[src/rtl/mc_ctrl_pkg.sv]
// Shared types and encodings for the multi-cycle adding-machine controller.
package mc_ctrl_pkg;

    typedef enum logic [2:0] {
        ST_IDLE,
        ST_FETCH,
        ST_DECODE,
        ST_EXEC,
        ST_HALT,
        ST_ERR
    } state_t;

    localparam logic [2:0] OP_ADD   = 3'b000;
    localparam logic [2:0] OP_LOAD  = 3'b001;
    localparam logic [2:0] OP_STORE = 3'b010;
    localparam logic [2:0] OP_SUB   = 3'b011;
    localparam logic [2:0] OP_JMP   = 3'b100;
    localparam logic [2:0] OP_JZ    = 3'b101;
    localparam logic [2:0] OP_NOP   = 3'b110;
    localparam logic [2:0] OP_HALT  = 3'b111;

    localparam logic [1:0] ALU_PASS = 2'b00;
    localparam logic [1:0] ALU_ADD  = 2'b01;
    localparam logic [1:0] ALU_SUB  = 2'b10;

    // Opcodes 000..011 touch memory in EXEC and wait for mem_ready there.
    function automatic logic is_mem_op(input logic [2:0] op);
        return ~op[2];
    endfunction

endpackage

[src/rtl/mc_wait_timer.sv]
// Counts memory wait cycles and flags a bus timeout when the limit is reached.
// A limit of zero disables the timeout so the controller waits forever.
module mc_wait_timer #(
    parameter int MEM_WAIT_MAX = 15
) (
    input  logic clock,
    input  logic reset,
    input  logic count_en,
    input  logic clear,
    output logic timeout
);

    localparam int WW = (MEM_WAIT_MAX < 2) ? 1 : $clog2(MEM_WAIT_MAX + 1);
    localparam logic [WW-1:0] WAIT_LIMIT = WW'(MEM_WAIT_MAX);

    logic [WW-1:0] wait_cnt;

    // Count stalled memory cycles, restart on every state change, stop at the limit.
    always_ff @(posedge clock or posedge reset) begin
        if (reset) begin
            wait_cnt <= '0;
        end else if (clear) begin
            wait_cnt <= '0;
        end else if (count_en && (wait_cnt != WAIT_LIMIT)) begin
            wait_cnt <= wait_cnt + WW'(1);
        end
    end

    assign timeout = (MEM_WAIT_MAX != 0) && count_en && (wait_cnt == WAIT_LIMIT);

endmodule

[src/rtl/multicycle_ctrl.sv]
// Multi-cycle FETCH/DECODE/EXEC controller for the IR/ACC/PC datapath with
// memory ready handshake, wait timeout trap, halt/restart and retire counter.
module multicycle_ctrl
    import mc_ctrl_pkg::*;
#(
    parameter int OPC_W        = 3,
    parameter int MEM_WAIT_MAX = 15,
    parameter int CNT_W        = 16
) (
    input  logic             clock,
    input  logic             reset,
    input  logic             start,
    input  logic [OPC_W-1:0] opcode,
    input  logic             acc_zero,
    input  logic             mem_ready,
    output logic             load_ir,
    output logic             load_acc,
    output logic             ld_pc,
    output logic             clr_pc,
    output logic             inc_pc,
    output logic [1:0]       alu_op,
    output logic             ir_on_adr,
    output logic             pc_on_adr,
    output logic             mem_read,
    output logic             mem_write,
    output logic             halted,
    output logic             bus_err,
    output logic [CNT_W-1:0] instr_cnt
);

    state_t     state;
    state_t     next_state;
    logic [2:0] op3;
    logic       illegal_op;
    logic       waiting;
    logic       timeout;
    logic       retire;

    assign op3 = opcode[2:0];

    if (OPC_W > 3) begin : g_wide_opc
        assign illegal_op = |opcode[OPC_W-1:3];
    end else begin : g_narrow_opc
        assign illegal_op = 1'b0;
    end

    assign waiting = (state == ST_FETCH) || ((state == ST_EXEC) && is_mem_op(op3));
    assign retire  = (state == ST_EXEC) && ((next_state == ST_FETCH) || (next_state == ST_HALT));

    mc_wait_timer #(
        .MEM_WAIT_MAX(MEM_WAIT_MAX)
    ) u_wait_timer (
        .clock   (clock),
        .reset   (reset),
        .count_en(waiting && !mem_ready),
        .clear   (next_state != state),
        .timeout (timeout)
    );

    // Next-state decision; a ready on the timeout cycle still completes the access.
    always_comb begin
        next_state = state;
        case (state)
            ST_IDLE:   if (start) next_state = ST_FETCH;
            ST_FETCH: begin
                if (mem_ready)    next_state = ST_DECODE;
                else if (timeout) next_state = ST_ERR;
            end
            ST_DECODE: next_state = illegal_op ? ST_ERR : ST_EXEC;
            ST_EXEC: begin
                if (op3 == OP_HALT) begin
                    next_state = ST_HALT;
                end else if (!is_mem_op(op3) || mem_ready) begin
                    next_state = ST_FETCH;
                end else if (timeout) begin
                    next_state = ST_ERR;
                end
            end
            ST_HALT:   if (start) next_state = ST_FETCH;
            ST_ERR:    next_state = ST_ERR;
            default:   next_state = ST_IDLE;
        endcase
    end

    // State register plus saturating count of retired instructions.
    always_ff @(posedge clock or posedge reset) begin
        if (reset) begin
            state     <= ST_IDLE;
            instr_cnt <= '0;
        end else begin
            state <= next_state;
            if (retire && (instr_cnt != {CNT_W{1'b1}})) begin
                instr_cnt <= instr_cnt + CNT_W'(1);
            end
        end
    end

    // Datapath and memory strobes decoded from the current state and handshake.
    always_comb begin
        load_ir   = 1'b0;
        load_acc  = 1'b0;
        ld_pc     = 1'b0;
        clr_pc    = 1'b0;
        inc_pc    = 1'b0;
        alu_op    = ALU_PASS;
        ir_on_adr = 1'b0;
        pc_on_adr = 1'b0;
        mem_read  = 1'b0;
        mem_write = 1'b0;
        halted    = 1'b0;
        bus_err   = 1'b0;
        case (state)
            ST_IDLE:   clr_pc = 1'b1;
            ST_FETCH: begin
                pc_on_adr = 1'b1;
                mem_read  = 1'b1;
                load_ir   = mem_ready;
                inc_pc    = mem_ready;
            end
            ST_DECODE: ir_on_adr = 1'b1;
            ST_EXEC: begin
                case (op3)
                    OP_ADD, OP_LOAD, OP_SUB: begin
                        ir_on_adr = 1'b1;
                        mem_read  = 1'b1;
                        load_acc  = mem_ready;
                        alu_op    = (op3 == OP_ADD) ? ALU_ADD :
                                    (op3 == OP_SUB) ? ALU_SUB : ALU_PASS;
                    end
                    OP_STORE: begin
                        ir_on_adr = 1'b1;
                        mem_write = 1'b1;
                    end
                    OP_JMP:  ld_pc = 1'b1;
                    OP_JZ:   ld_pc = acc_zero;
                    default: ;
                endcase
            end
            ST_HALT:   halted  = 1'b1;
            ST_ERR:    bus_err = 1'b1;
            default:   ;
        endcase
    end

endmodule

[config.mk]
export PLATFORM = sky130hd
export DESIGN_NAME = multicycle_ctrl
export DESIGN_NICKNAME = d
export VERILOG_FILES = /design/src/rtl/mc_ctrl_pkg.sv /design/src/rtl/mc_wait_timer.sv /design/src/rtl/multicycle_ctrl.sv
export SDC_FILE = /design/constraint.sdc
export NUM_CORES = 1
export LEC_CHECK = 0
export CAP_MARGIN = 20
export CORE_MARGIN = 10
export CORE_UTILIZATION = 62
export CTS_CLUSTER_SIZE = 10
export DETAILED_ROUTE_END_ITERATION = 6
export DONT_BUFFER_PORTS = 1
export HOLD_SLACK_MARGIN = 0.05
export PLACE_DENSITY = 0.82
export SYNTH_ARGS = -nofsm -noshare
export SYNTH_HDL_FRONTEND = slang
export SYNTH_SLANG_ARGS = --single-unit
[constraint.sdc]
create_clock -name clock -period 2.78 [get_ports clock]
set_clock_uncertainty 0.2 [all_clocks]
set_input_delay 0.556 -clock clock [delete_from_list [all_inputs] [get_ports clock]]
set_output_delay 0.556 -clock clock [all_outputs]
set_load 0.01 [all_outputs]
==> flow_metrics.py <==
metrics = {
    "final_layout": {
        "layout.nets": 149,
        "layout_common_cells": "dfrtp_1 (23), xnor2_1 (14), nor2_1 (13), nand4_1 (10)",
        "final_cells": 166,
        "area_delta_synth_final_pct": 1.41,
        "fin_area_sq_mm": 0.00144,
        "diodes": 0,
        "final_common_cell": "dfrtp_1",
        "final_core_util_pct": 65.6,
        "seqCellArea_sq_um": 576,
        "multiInputGateArea_sq_um": 788,
        "fillers": 180,
        "drive_gt1_share_pct": 12.3,
    },
    "worst_setup_path": {
        "critPathRequiredTime_ps": 2020,
        "critPathMaxFanout": 12,
        "path_cells": "nand3b_4 > nor4b_1",
        "worst_ep_arrival_time_ps": 1740,
        "critPathCaptureType": "output pin",
        "start_kind": "flip-flop",
        "slowest_delay_ps": 630,
        "slowest_stage": "dfrtp_1",
        "cp.buffers_inverters": 0,
        "cp_top_family": "simple AND/OR/NAND/NOR gates",
        "worstSetupPathType": "reg -> out",
    },
    "outcome": {
        "status": "completed",
    },
    "routing": {
        "num_vias": 1051,
        "drt_iter0_drc": 73,
        "ant_nets": 0,
        "wl_per_cell_um": 17.9,
        "first_pass_iters": 4,
        "vias_per_cell": 6.33,
        "finalWirelength_um": 2960,
        "drc": 0,
    },
    "die": {
        "ios": 37,
        "coreArea_sq_mm": 0.00219,
        "rows": 17,
        "die_h_um": 67.8,
        "die_x_um": 67.8,
        "start_util_pct": 64.7,
        "dieArea_sq_mm": 0.00460,
    },
    "sta": {
        "hold_viol": 0,
        "timing_worst_slew_pin_value_ps": 861,
        "slew_viol_final": 0,
        "setup_tns_ps": 0,
        "slew_headroom_pct": 42.5,
        "post-route-period-util_pct": 89.8,
        "period_needed_ps": 2500,
        "grt_setup_unrepaired": "no",
        "setup_viol": 0,
        "maxClockFrequency_mhz": 400,
    },
    "power_and_ir_drop": {
        "leakage_uw": 0.000597,
        "fin_total_pwr_uw": 1110,
        "ir_drop_v": 0.000573,
        "pwr_density_cell_mw_per_mm2": 771,
    },
    "place": {
        "numPortBuffers": 0,
        "dpl.hpwl_um": 2300,
        "globalplace.congestion": 0.807,
        "place_area_sq_mm": 0.00141,
        "dpl.cell_count": 162,
    },
    "clocking": {
        "cts.sinks": 23,
        "clk_pin_slew_ps": 130,
        "cts_tree": "done",
        "cts-resized-gates": 0,
        "clock_latency_ps": 320,
        "htree_levels": 1,
        "cts_setup_buffers": 0,
        "cts_buffers": 3,
        "cts_buffer_depth": 2,
        "cts_hold_buffers": 0,
        "root_buffer": "clkbuf_4",
    },
    "yosys": {
        "synth_seq_area_share_pct": 40.6,
        "ys_types": 44,
        "ys_seq_elements": 23,
        "syn-num-nets": 149,
        "netlist_instances": 139,
        "synthesis.area_sq_mm": 0.00142,
        "yosysWarnings": 0,
        "synth.avg_cell_area_sq_um": 10.2,
    },
    "global_route": {
        "grt_first_pass_wirelength_um": 5050,
        "antenna_found_initial": 0,
        "first_global_vias": 1086,
        "grt_max_degree": 24,
        "grt_overflow": 0,
        "track_usage_pct": 13.8,
    },
    "flow_run": {
        "maxCapViolations": 0,
    },
    "worst_hold_path": {
        "hold_path.class": "in -> async",
    },
}
[cell families after synthesis]
group	share of synthesized area (%)
DFF	40.6
xor gates and xnor gates	11.1
muxes	1.50
AOI/OAI and AO/OA	8.91
buffers and inverters	3.79
and+or+nand+nor	32.3
adders and majority gates	1.76
[where the power goes]
| part | switching (uW) | internal [uW] | total (uW) |
|---|---|---|---|
| Sequential | 137 | 396 | 532 |
| Combinational | 235 | 185 | 420 |
| Clock | 103 | 54.0 | 157 |
[Yosys cell counts (all sizes together)]
library cell | instances | area share [%]
and3 | 7 | 3.1
nor2 | 14 | 4.2
o211a | 1 | 1.2
nor3 | 5 | 1.8
xor2 | 4 | 2.5
mux2 | 1 | 0.79
a32o | 1 | 0.79
a21boi | 1 | 0.53
nor4 | 4 | 2.2
nor4b | 2 | 1.7
xnor2 | 14 | 8.6
ha | 2 | 1.8
and2 | 2 | 0.88
dfrtp | 23 | 41
nand3 | 8 | 3.2
o21a | 1 | 1.1
nand2b | 4 | 2.3
mux2i | 1 | 0.71
o2bb2ai | 1 | 0.62
buf | 5 | 3.0
or4 | 1 | 0.79
nor2b | 3 | 1.5
a311oi | 2 | 1.2
nand3b | 2 | 1.9
o31ai | 1 | 1.5
a21o | 1 | 0.53
o21ai | 3 | 1.1
nand2 | 7 | 2.4
nor3b | 2 | 1.1
or3 | 2 | 0.88
inv | 3 | 0.79
a21oi | 1 | 0.35
nand4 | 10 | 4.4
[cell type report]
type,instances,area share [%]
well taps,28,2.44
multi-input cells,108,54.8
flip-flops and latches,23,40.0
clock buffers,3,1.57
clock inverters,1,0.348
inverters,3,0.783
[flip-flops by register name, indices dropped and copies added, names as in the netlist]
register and flops:
u_wait_timer.wait_cnt 4, state 3, instr_cnt 16
[per-layer routing]
layer	vias up	wire (um)	global-route usage, %
met2	37	1350	22.2
met3	5	383	6.36
met4	0	41	5.53
met1	508	1190	15.6
met5	-	0	0
li1	501	-	-
[worst paths after layout]
kind                       slack [ps]       endpoint     startpoint  cells past startpoint
setup / recovery                  280          ld_pc       state[0]                      2
hold / removal                     80   instr_cnt[1]          reset                      1
setup reg to reg                  460   instr_cnt[1]   instr_cnt[0]                      6
hold reg to reg                   380  instr_cnt[15]  instr_cnt[15]                      1
max in group asynchronous        1760       state[1]          reset                      1
min in group clock                250       state[1]      mem_ready                      2
[per-stage QoR]
stage / hold slack (ps) / setup slack, ps
after floorplan: 313 / 607
after global placement: 338 / 545
after detailed placement: 353 / 473
after CTS: 108 / 258
after global routing: 134 / 104
final: 81.0 / 283
Power figures use the tool's default switching activity.
